**src/rtl/keypad_pkg.sv**
```systemverilog
// Shared types and constants for the 4x4 hex keypad scanner.
package keypad_pkg;

    localparam int NUM_ROWS = 4;
    localparam int NUM_COLS = 4;
    localparam int NUM_KEYS = 16;

    // All rows released (active-low drive, nothing selected).
    localparam logic [3:0] ROW_IDLE = 4'b1111;

    typedef enum logic [2:0] {
        DRIVE   = 3'd0,
        SETTLE  = 3'd1,
        SAMPLE  = 3'd2,
        COMPARE = 3'd3,
        EMIT    = 3'd4
    } scan_state_e;

    // Key index of a matrix position: row*NUM_COLS + col.
    function automatic logic [3:0] key_index(input logic [1:0] row, input logic [1:0] col);
        return 4'(int'(row) * NUM_COLS + int'(col));
    endfunction

    // Active-low drive pattern selecting a single row.
    function automatic logic [3:0] row_select_n(input logic [1:0] row);
        return ~(4'b0001 << row);
    endfunction

endpackage

```
**src/rtl/keypad_scanner_col_sync.sv**
```systemverilog
// Two-flop synchronizer for the asynchronous column sense lines.
// Resets to all-ones, which reads as "no column pulled low".
module col_sync #(
    parameter int WIDTH = 4
) (
    input  logic             clk,
    input  logic             rst_n,
    input  logic [WIDTH-1:0] d,
    output logic [WIDTH-1:0] q
);

    logic [WIDTH-1:0] meta_d, meta_q;
    logic [WIDTH-1:0] sync_d, sync_q;

    // Next values of the two synchronizer stages.
    always_comb begin
        meta_d = d;
        sync_d = meta_q;
    end

    // Synchronizer stages, released to idle (all-ones) on reset.
    always_ff @(posedge clk or negedge rst_n) begin
        if (!rst_n) begin
            meta_q <= {WIDTH{1'b1}};
            sync_q <= {WIDTH{1'b1}};
        end else begin
            meta_q <= meta_d;
            sync_q <= sync_d;
        end
    end

    assign q = sync_q;

endmodule

```
**src/rtl/keypad_scanner.sv**
```systemverilog
// 4x4 active-low keypad scanner: drives one row at a time, samples the
// synchronized columns, debounces each key across full scans and reports
// press/release events one per cycle in ascending key order.
module keypad_scanner
    import keypad_pkg::*;
#(
    parameter int SETTLE_CYCLES = 16,
    parameter int STABLE_SCANS  = 4
) (
    input  logic        clk,
    input  logic        rst_n,
    output logic [3:0]  row_n,
    input  logic [3:0]  col_n,
    output logic [15:0] keys,
    output logic        key_event,
    output logic [3:0]  key_code,
    output logic        key_down,
    output logic        scan_done
);

    if (SETTLE_CYCLES < 4) begin : g_bad_settle
        $error("keypad_scanner: SETTLE_CYCLES must be >= 4 to absorb column synchronizer latency");
    end
    if ((STABLE_SCANS < 1) || (STABLE_SCANS > 15)) begin : g_bad_stable
        $error("keypad_scanner: STABLE_SCANS must be in 1..15");
    end

    localparam int                   SETTLE_W    = $clog2(SETTLE_CYCLES);
    localparam logic [SETTLE_W-1:0]  SETTLE_LAST = SETTLE_W'(SETTLE_CYCLES - 1);
    localparam logic [3:0]           STABLE_LAST = 4'(STABLE_SCANS - 1);
    localparam logic [1:0]           LAST_ROW    = 2'(NUM_ROWS - 1);

    scan_state_e           state_d, state_q;
    logic [1:0]            row_d, row_q;
    logic [SETTLE_W-1:0]   settle_d, settle_q;
    logic [3:0]            emit_d, emit_q;
    logic [NUM_KEYS-1:0]   raw_d, raw_q;
    logic [NUM_KEYS-1:0]   keys_d, keys_q;
    logic [NUM_KEYS-1:0]   changed_d, changed_q;
    logic [3:0]            cnt_d [NUM_KEYS];
    logic [3:0]            cnt_q [NUM_KEYS];
    logic [3:0]            row_n_d, row_n_q;
    logic                  key_event_d, key_event_q;
    logic [3:0]            key_code_d, key_code_q;
    logic                  key_down_d, key_down_q;
    logic                  scan_done_d, scan_done_q;
    logic [3:0]            col_sync_s;

    col_sync #(
        .WIDTH(NUM_COLS)
    ) u_col_sync (
        .clk  (clk),
        .rst_n(rst_n),
        .d    (col_n),
        .q    (col_sync_s)
    );

    // Scan sequencing, debounce and event emission (next-state logic).
    always_comb begin
        state_d     = state_q;
        row_d       = row_q;
        settle_d    = settle_q;
        emit_d      = emit_q;
        raw_d       = raw_q;
        keys_d      = keys_q;
        changed_d   = changed_q;
        cnt_d       = cnt_q;
        row_n_d     = row_n_q;
        key_event_d = 1'b0;
        key_code_d  = key_code_q;
        key_down_d  = key_down_q;
        scan_done_d = 1'b0;

        case (state_q)
            DRIVE: begin
                row_n_d  = row_select_n(row_q);
                settle_d = '0;
                state_d  = SETTLE;
            end
            SETTLE: begin
                if (settle_q == SETTLE_LAST) begin
                    state_d = SAMPLE;
                end else begin
                    settle_d = settle_q + SETTLE_W'(1);
                end
            end
            SAMPLE: begin
                // Columns read active-high into the raw key image.
                raw_d[key_index(row_q, 2'd0) +: 4] = ~col_sync_s;
                if (row_q == LAST_ROW) begin
                    row_d   = 2'd0;
                    row_n_d = ROW_IDLE;
                    state_d = COMPARE;
                end else begin
                    row_d   = row_q + 2'd1;
                    state_d = DRIVE;
                end
            end
            COMPARE: begin
                // A key flips only after disagreeing for STABLE_SCANS scans in a row.
                for (int i = 0; i < NUM_KEYS; i++) begin
                    if (raw_q[i] == keys_q[i]) begin
                        cnt_d[i] = 4'd0;
                    end else if (cnt_q[i] == STABLE_LAST) begin
                        keys_d[i]    = raw_q[i];
                        cnt_d[i]     = 4'd0;
                        changed_d[i] = 1'b1;
                    end else begin
                        cnt_d[i] = cnt_q[i] + 4'd1;
                    end
                end
                row_n_d = ROW_IDLE;
                emit_d  = 4'd0;
                state_d = EMIT;
            end
            EMIT: begin
                row_n_d = ROW_IDLE;
                if (changed_q[emit_q]) begin
                    key_event_d        = 1'b1;
                    key_code_d         = emit_q;
                    key_down_d         = keys_q[emit_q];
                    changed_d[emit_q]  = 1'b0;
                end else begin
                    key_event_d = 1'b0;
                end
                if (emit_q == 4'd15) begin
                    scan_done_d = 1'b1;
                    emit_d      = 4'd0;
                    state_d     = DRIVE;
                end else begin
                    emit_d = emit_q + 4'd1;
                end
            end
            default: begin
                row_n_d = ROW_IDLE;
                row_d   = 2'd0;
                state_d = DRIVE;
            end
        endcase
    end

    // State and output registers.
    always_ff @(posedge clk or negedge rst_n) begin
        if (!rst_n) begin
            state_q     <= DRIVE;
            row_q       <= 2'd0;
            settle_q    <= '0;
            emit_q      <= 4'd0;
            raw_q       <= 16'h0000;
            keys_q      <= 16'h0000;
            changed_q   <= 16'h0000;
            for (int i = 0; i < NUM_KEYS; i++) begin
                cnt_q[i] <= 4'd0;
            end
            row_n_q     <= ROW_IDLE;
            key_event_q <= 1'b0;
            key_code_q  <= 4'd0;
            key_down_q  <= 1'b0;
            scan_done_q <= 1'b0;
        end else begin
            state_q     <= state_d;
            row_q       <= row_d;
            settle_q    <= settle_d;
            emit_q      <= emit_d;
            raw_q       <= raw_d;
            keys_q      <= keys_d;
            changed_q   <= changed_d;
            cnt_q       <= cnt_d;
            row_n_q     <= row_n_d;
            key_event_q <= key_event_d;
            key_code_q  <= key_code_d;
            key_down_q  <= key_down_d;
            scan_done_q <= scan_done_d;
        end
    end

    assign row_n     = row_n_q;
    assign keys      = keys_q;
    assign key_event = key_event_q;
    assign key_code  = key_code_q;
    assign key_down  = key_down_q;
    assign scan_done = scan_done_q;

endmodule
```
**config.mk**
```make
export PLATFORM = sky130hd
export DESIGN_NAME = keypad_scanner
export DESIGN_NICKNAME = d
export VERILOG_FILES = /design/src/rtl/keypad_pkg.sv /design/src/rtl/keypad_scanner_col_sync.sv /design/src/rtl/keypad_scanner.sv
export SDC_FILE = /design/constraint.sdc
export NUM_CORES = 1
export LEC_CHECK = 0
export BUFFER_PORTS_ARGS = -buffer_cell sky130_fd_sc_hd__buf_2
export CAP_MARGIN = 10
export CORE_AREA = 3 3 117 119
export DETAILED_ROUTE_END_ITERATION = 10
export DIE_AREA = 0 0 120 122
export PLACE_DENSITY = 0.71
export SLEW_MARGIN = 10
export SYNTH_ARGS = -nofsm -noshare
export SYNTH_HDL_FRONTEND = slang
export SYNTH_SLANG_ARGS = --single-unit
```
**constraint.sdc**
```tcl
create_clock -name clk -period 5.8 [get_ports clk]
set_input_delay 0.87 -clock clk [delete_from_list [all_inputs] [get_ports clk]]
set_output_delay 0.87 -clock clk [all_outputs]
set_load 0.02 [all_outputs]
```
==> impl_metrics.toml, run 1 <==
[sta]
fmax_mhz = 434
rsz0062_at_grt = "false"
slew_viol_final = 0
clock_skew_ps = 7.11
slew_headroom = 0.417
finalSetupViolCount = 0
worst_pin_slew_ps = 875
whs_ps = 357
fin_setup_tns_ps = 0
finalHoldViolations = 0
min_period_ps = 2310
period_share = 0.398

[global_routing]
grt_overflow = 0
grt_pass1_vias = 5211
antenna_found_initial = 0
grt.total_usage = 0.222
grt_first_pass_wirelength_um = 25600
grt_max_degree = 86

[routing]
postRouteAntennaNets = 0
routedWlPerCell_um = 17.2
post-route-drc-count = 0
routed_wirelength_um = 15100
drtIter0Drc = 340
avgViaCountPerCell = 5.92
drtPass1Iterations = 4
via_count = 5213

[clock_tree]
cts-root-buf = "clkbuf_16"
clk_pin_slew_ps = 60
cts.hold.buffers_added = 0
clock_sinks = 144
clkLatencyLatePin_ps = 430
htree_levels = 4
post-cts-setup-buffers = 0
numCtsBuffers = 17
tritoncts = "built"
cts.path.max_buffers = 2
cts-resized-gates = 0

[critical_path]
path_max_fanout = 19
worstPathArrival_ps = 2620
endpoint_kind = "flop"
cp_cell_sequence = "mux2i_1, a311oi_1, and3_1, nand2b_4, mux2_4"
startpoint_type = "flop"
slowest_delay_ps = 880
crit_slowest_cell = "dfrtp_1"
critPathKind = "reg2reg"
required_ps = 6110

[floorplanning]
core_mm2 = 0.0127
design.die.area_mm2 = 0.0146
dieHeight_um = 122
io_pins = 33
start_util = 0.546
rows = 41
die-width_um = 120

[finish]
final_cell_mix = "dfrtp_1, nand2_1, o21ai_0, nand3_1, nor2_1"
finalNonFillerCells = 880
mostFrequentLayoutCell = "dfrtp_1"
drive_gt1_frac = 0.151
nets = 728
syn2layout_area_growth_pct = 12.7
n_antenna_cell = 0

[power_and_ir_drop]
peakVddDrop_uv = 204
seqPwrFrac = 0.478
power.density_mw_per_mm2 = 274
internal_power_mw = 1.68
combPwrFrac = 0.014
power.leakage_nw = 3.57
p_clk_frac = 0.509
switching_share = 0.212
power.switching_mw = 0.452

[placement]
place_inst = 848
portBuffers = 32
globalplace.congestion = 0.898
hpwl_um = 10100

[logic_synthesis]
ys_async_sr_fraction = 1.00
synth_cell_types = 48
ys_seq_area_frac = 0.523
syn_inst = 664
syn_nets = 697
yosys_warnings = 0
syn_avg_cell_area_um2 = 10.4
synth-seq-cells = 144
synth_edf_count = 0
synth_area_mm2 = 0.00692
synthFlopType = "dfrtp_1"

[run]
cap_violations = 0

[hold_path]
holdCritPathClass = "reg2reg"

[status]
run_status = "complete, no violations"
==> cell families after synthesis <==
family	count (synthesis)	share of synthesized area
AND/OR/NAND/NOR	259	0.190
AO/OA/AOI/OAI	152	0.137
flip-flops	144	0.523
buffers and inverters	34	0.0222
multiplexers	31	0.0577
adder cells (fa/ha/maj)	27	0.0488
XOR/XNOR	17	0.0215
==> path summary, 6_finish.rpt <==
kind	from	end	slack (ps)	depth (start not counted)
max	emit_q[0]	key_code[1]	3490	5
min reg2reg	u_col_sync.meta_q[3]	u_col_sync.q[3]	360	0
min in group asynchronous	rst_n	cnt_q[56]	490	1
max reg2reg	emit_q[0]	key_code[1]	3490	5
min	u_col_sync.meta_q[3]	u_col_sync.q[3]	360	0
max in group asynchronous	rst_n	cnt_q[61]	4020	2
==> cells in the mapped netlist (all sizes together), types with 2 or more instances <==
master / number / area share
inv: 11 / 0.0060
or3: 8 / 0.0072
and3: 3 / 0.0027
a22oi: 3 / 0.0033
nand2b: 10 / 0.010
nor2: 34 / 0.018
nand4: 10 / 0.0099
o21ai: 70 / 0.051
mux2i: 8 / 0.012
a32o: 3 / 0.0043
mux2: 19 / 0.033
o22ai: 2 / 0.0018
ha: 27 / 0.049
dfrtp: 132 / 0.48
dfstp: 12 / 0.046
nor4: 2 / 0.0018
nand3b: 8 / 0.0087
nand2: 101 / 0.055
clkbuf: 15 / 0.0081
and2: 2 / 0.0018
a31oi: 12 / 0.011
nor3b: 9 / 0.0098
xor2: 3 / 0.0038
xnor2: 14 / 0.018
a21oi: 15 / 0.011
nor2b: 10 / 0.0090
nand3: 38 / 0.027
o31ai: 18 / 0.020
nor3: 5 / 0.0036
buf: 8 / 0.0081
nand4b: 11 / 0.014
mux4: 4 / 0.013
a22o: 23 / 0.029
a21o: 2 / 0.0022
or3b: 5 / 0.0067
==> registers in the layout (all words and copies together) (netlist names), 4 cells and up <==
name               count
keys                  16
row_n                  4
cnt_q                 64
changed_q             16
settle_q               4
u_col_sync.meta_q      4
key_code               4
u_col_sync.q           4
emit_q                 4
raw_q                 16
==> metrics by stage <==
stage / total power, mW / instance area [um^2] / setup slack, ps / utilization
5_1_grt: 2.21 / 7800 / 3340 / 0.615
4_1_cts: 2.15 / 7800 / 3470 / 0.615
6_report: 2.13 / 7800 / 3490 / 0.615
2_1_floorplan: 1.04 / 6920 / 3890 / -
3_5_place_dp: 1.07 / 7210 / 3500 / 0.569
3_3_place_gp: 1.07 / 7210 / 3500 / 0.569
==> power groups by stage <==
stage          clock network [mW]  registers (mW)  logic, mW
4_1_cts                      1.10            1.02     0.0304
2_1_floorplan                   0            1.03    0.00638
5_1_grt                      1.15            1.02     0.0346
3_3_place_gp                    0            1.04     0.0293
3_5_place_dp                    0            1.04     0.0306
6_report                     1.09            1.02     0.0290
==> worst max-delay path, delay by kind of cell, from the launching register on <==
family / cells / cell delay, ps
flip-flops: 1 / 880
AO/OA/AOI/OAI: 1 / 270
AND/OR/NAND/NOR: 2 / 570
multiplexers: 2 / 470
==> metal layers <==
metal	GRT usage	share of wire	up-vias	wire length, um
li1	-	-	2471	-
met1	0.286	0.45	2612	6790
met2	0.358	0.49	97	7430
met3	0.0590	0.039	33	593
met4	0.0909	0.022	0	330
met5	0	0	-	0
==> final cells by class <==
class	count	area, um^2
well taps	172	215
inverters	11	41.3
clock buffers	22	474
repair buffers	35	189
flip-flops and latches	144	3620
clock inverters	10	110
fillers	1085	4870
multi-input cells	486	3150
Power figures use the tool's default switching activity.
==> run 2: changes to the inputs <==
--- a/config.mk
+++ b/config.mk
@@ -5,11 +5,12 @@
 export SDC_FILE = /design/constraint.sdc
 export NUM_CORES = 1
 export LEC_CHECK = 0
+export ABC_AREA = 1
 export BUFFER_PORTS_ARGS = -buffer_cell sky130_fd_sc_hd__buf_2
 export CAP_MARGIN = 10
-export CORE_AREA = 3 3 117 119
+export CORE_AREA = 3 3 120 122
 export DETAILED_ROUTE_END_ITERATION = 10
-export DIE_AREA = 0 0 120 122
+export DIE_AREA = 0 0 123 125
 export PLACE_DENSITY = 0.71
 export SLEW_MARGIN = 10
 export SYNTH_ARGS = -nofsm -noshare
==> constraint.sdc (replaced) <==
create_clock -name clk -period 2.4 [get_ports clk]
set_input_delay 0.36 -clock clk [delete_from_list [all_inputs] [get_ports clk]]
set_output_delay 0.36 -clock clk [all_outputs]
set_load 0.02 [all_outputs]
==> run 2 against run 1 <==
Critical path type unchanged. Sequential power rose by 140%. Synthesized cell count is 30% higher. Clock skew is essentially flat. Core utilization up 0.50 points. Non-clock buffer count increased by 10. Worst setup slack got worse by 3000 ps. Register-to-register slack got worse by 3000 ps. Critical path depth rose by 1. Count of clock-buffer cells in the layout increased by 3.
==> impl_metrics.toml, run 2 <==
[hold_path]
holdCritPathClass = "in2reg"
timing.hold.worst.start = "col_n[3]"
hold_end = "u_col_sync.meta_q[3]"
whs_path_depth = 1

[logic_synthesis]
synth_area_mm2 = 0.00731
synth.largest_area_cell = "dfrtp_1"
synth_cell_types = 37
synth_edf_count = 0
synthFlopType = "dfrtp_1"
syn_inst = 862
syn_avg_cell_area_um2 = 8.49
yosys-top-cells-area = "dfrtp_1, nand2_1, o21ai_0, inv_1, nand3_1"
synth-seq-cells = 144
ys_async_sr_fraction = 1.00
syn_nets = 895
synth_common_cells = "nand2_1, dfrtp_1, inv_1"
netlist.area_leader.share = 0.452
ys_seq_area_frac = 0.495
yosys_warnings = 0
synth_most_common_cell = "nand2_1"

[sta]
rsz0062_at_grt = "false"
whs_ps = 34.9
min_period_ps = 1900
finalHoldViolations = 0
period_share = 0.790
clock_skew_ps = 7.40
worst_pin_slew_ps = 629
finalSetupViolCount = 0
fin_setup_tns_ps = 0
slew_viol_final = 0
fmax_mhz = 527
slew_headroom = 0.576

[global_routing]
grt_pass1_vias = 5732
antenna_found_initial = 0
grt_overflow = 0
grt_first_pass_wirelength_um = 26900
grt.total_usage = 0.219
grt_max_degree = 55

[finish]
syn2layout_area_growth_pct = 12.8
largest_register = "cnt_q"
largest_register_ffs = 64
finalInstanceArea_mm2 = 0.00825
final_cell_mix = "nand2_1, dfrtp_1, inv_1, o21ai_0, nand3_1"
n_antenna_cell = 0
mostFrequentLayoutCell = "nand2_1"
nets = 935
utilization = 0.620
drive_gt1_frac = 0.108

[status]
run_status = "complete, no violations"

[critical_path]
critPathKind = "reg2reg"
rr_worst_depth = 6
rr_startpoint = "row_q[0]"
crit_slowest_cell = "ha_1"
startpoint_type = "flop"
path_max_fanout = 11
endpoint_kind = "flop"
worstPathArrival_ps = 2240
slowest_delay_ps = 480
cp_cell_sequence = "clkinv_1, ha_1, inv_1, nor2_1, nand4_1, o21ai_0"
required_ps = 2750
r2r_end = "raw_q[8]"
r2r_slack_ps = 500

[power_and_ir_drop]
power.leakage_nw = 4.18
p_clk_frac = 0.505
combPwrFrac = 0.015
seqPwrFrac = 0.479
peakVddDrop_uv = 471
power.switching_mw = 1.03
power.density_mw_per_mm2 = 622
internal_power_mw = 4.10
switching_share = 0.201

[floorplanning]
core_mm2 = 0.0133
start_util = 0.550
io_pins = 33
die-width_um = 123
dieHeight_um = 125
design.die.area_mm2 = 0.0154
rows = 42

[placement]
hpwl_um = 10700
portBuffers = 32
globalplace.congestion = 0.897
placed_area_mm2 = 0.00766

[clock_tree]
clkLatencyLatePin_ps = 420
tritoncts = "built"
cts-root-buf = "clkbuf_16"
numCtsBuffers = 17
cts-resized-gates = 0
cts.path.max_buffers = 2
clock_sinks = 144
htree_levels = 4
clk_pin_slew_ps = 60

[routing]
routedWlPerCell_um = 14.2
routed_wirelength_um = 15500
postRouteAntennaNets = 0
post-route-drc-count = 0
avgViaCountPerCell = 5.34
via_count = 5828
drtPass1Iterations = 5
drtIter0Drc = 378

[run]
cap_violations = 0
## run 2: layer usage
| metal | up-vias | routed length, um | share of wire | global-route usage |
|---|---|---|---|---|
| li1 | 2903 | - | - | - |
| met1 | 2775 | 7340 | 0.47 | 0.308 |
| met2 | 126 | 7140 | 0.46 | 0.339 |
| met3 | 24 | 749 | 0.048 | 0.0488 |
| met4 | 0 | 262 | 0.017 | 0.0736 |
| met5 | - | 0 | 0 | 0 |
## run 2: stage by stage
stage | power [mW] | setup WS, ps | std cells
6_report | 5.13 | 503 | 1091
5_1_grt | 5.30 | 200 | 1091
4_1_cts | 5.18 | 527 | 1091
3_5_place_dp | 2.58 | 519 | 1058
3_3_place_gp | 2.58 | 559 | 1058
2_1_floorplan | 2.51 | 777 | 862
## run 2: repair_timing
item                                    in CTS  in global routing
setup buffers                                0                  0
hold buffers                                 1                  0
endpoints found under the hold margin       52                  0
endpoints found under the setup margin       0                  0
## run 2: worst max path at each step
stage | from | to | slack (ps) | cells past startpoint
CTS | row_q[0] | raw_q[8] | 530 | 6
detailed placement | row_q[0] | raw_q[11] | 520 | 6
global placement | row_q[0] | raw_q[8] | 560 | 6
global route | row_q[0] | raw_q[8] | 200 | 6
finish | row_q[0] | raw_q[8] | 500 | 6
floorplan | row_q[0] | raw_q[10] | 780 | 6
## run 2: cell families (layout without fill, tap and decap cells)
| family | count (synthesis) | in the layout | share of synthesized area |
|---|---|---|---|
| xor gates and xnor gates | 41 | 41 | 0.0491 |
| buffers and inverters | 142 | 195 | 0.0824 |
| DFF | 144 | 144 | 0.495 |
| adders and majority gates | 27 | 27 | 0.0462 |
| and+or+nand+nor | 366 | 366 | 0.217 |
| muxes | 2 | 2 | 0.00274 |
| AOI/OAI and AO/OA | 140 | 140 | 0.108 |
## run 2: power groups by stage
stage | sequential [mW] | combinational, mW | clock (mW)
after global routing | 2.46 | 0.0923 | 2.75
final | 2.46 | 0.0783 | 2.59
after CTS | 2.46 | 0.0832 | 2.64
after detailed placement | 2.50 | 0.0812 | 0
after floorplan | 2.50 | 0.0148 | 0
after global placement | 2.50 | 0.0798 | 0
## run 2: worst max-delay path, delay by kind of cell (launching register included)
| family | cells | cell delay (ps) |
|---|---|---|
| adder cells (fa/ha/maj) | 1 | 480 |
| flip-flops | 1 | 440 |
| buffers and inverters | 2 | 440 |
| AND/OR/NAND/NOR | 2 | 370 |
| AO/OA/AOI/OAI | 1 | 100 |
## run 2: layout make-up
cell class	instances	area, um^2
Tap cell	176	220
Clock buffer	25	495
Fill cell	1143	5050
Multi-Input combinational cell	576	3090
Clock inverter	7	85.1
Sequential cell	144	3620
Timing Repair Buffer	45	292
Inverter	118	445
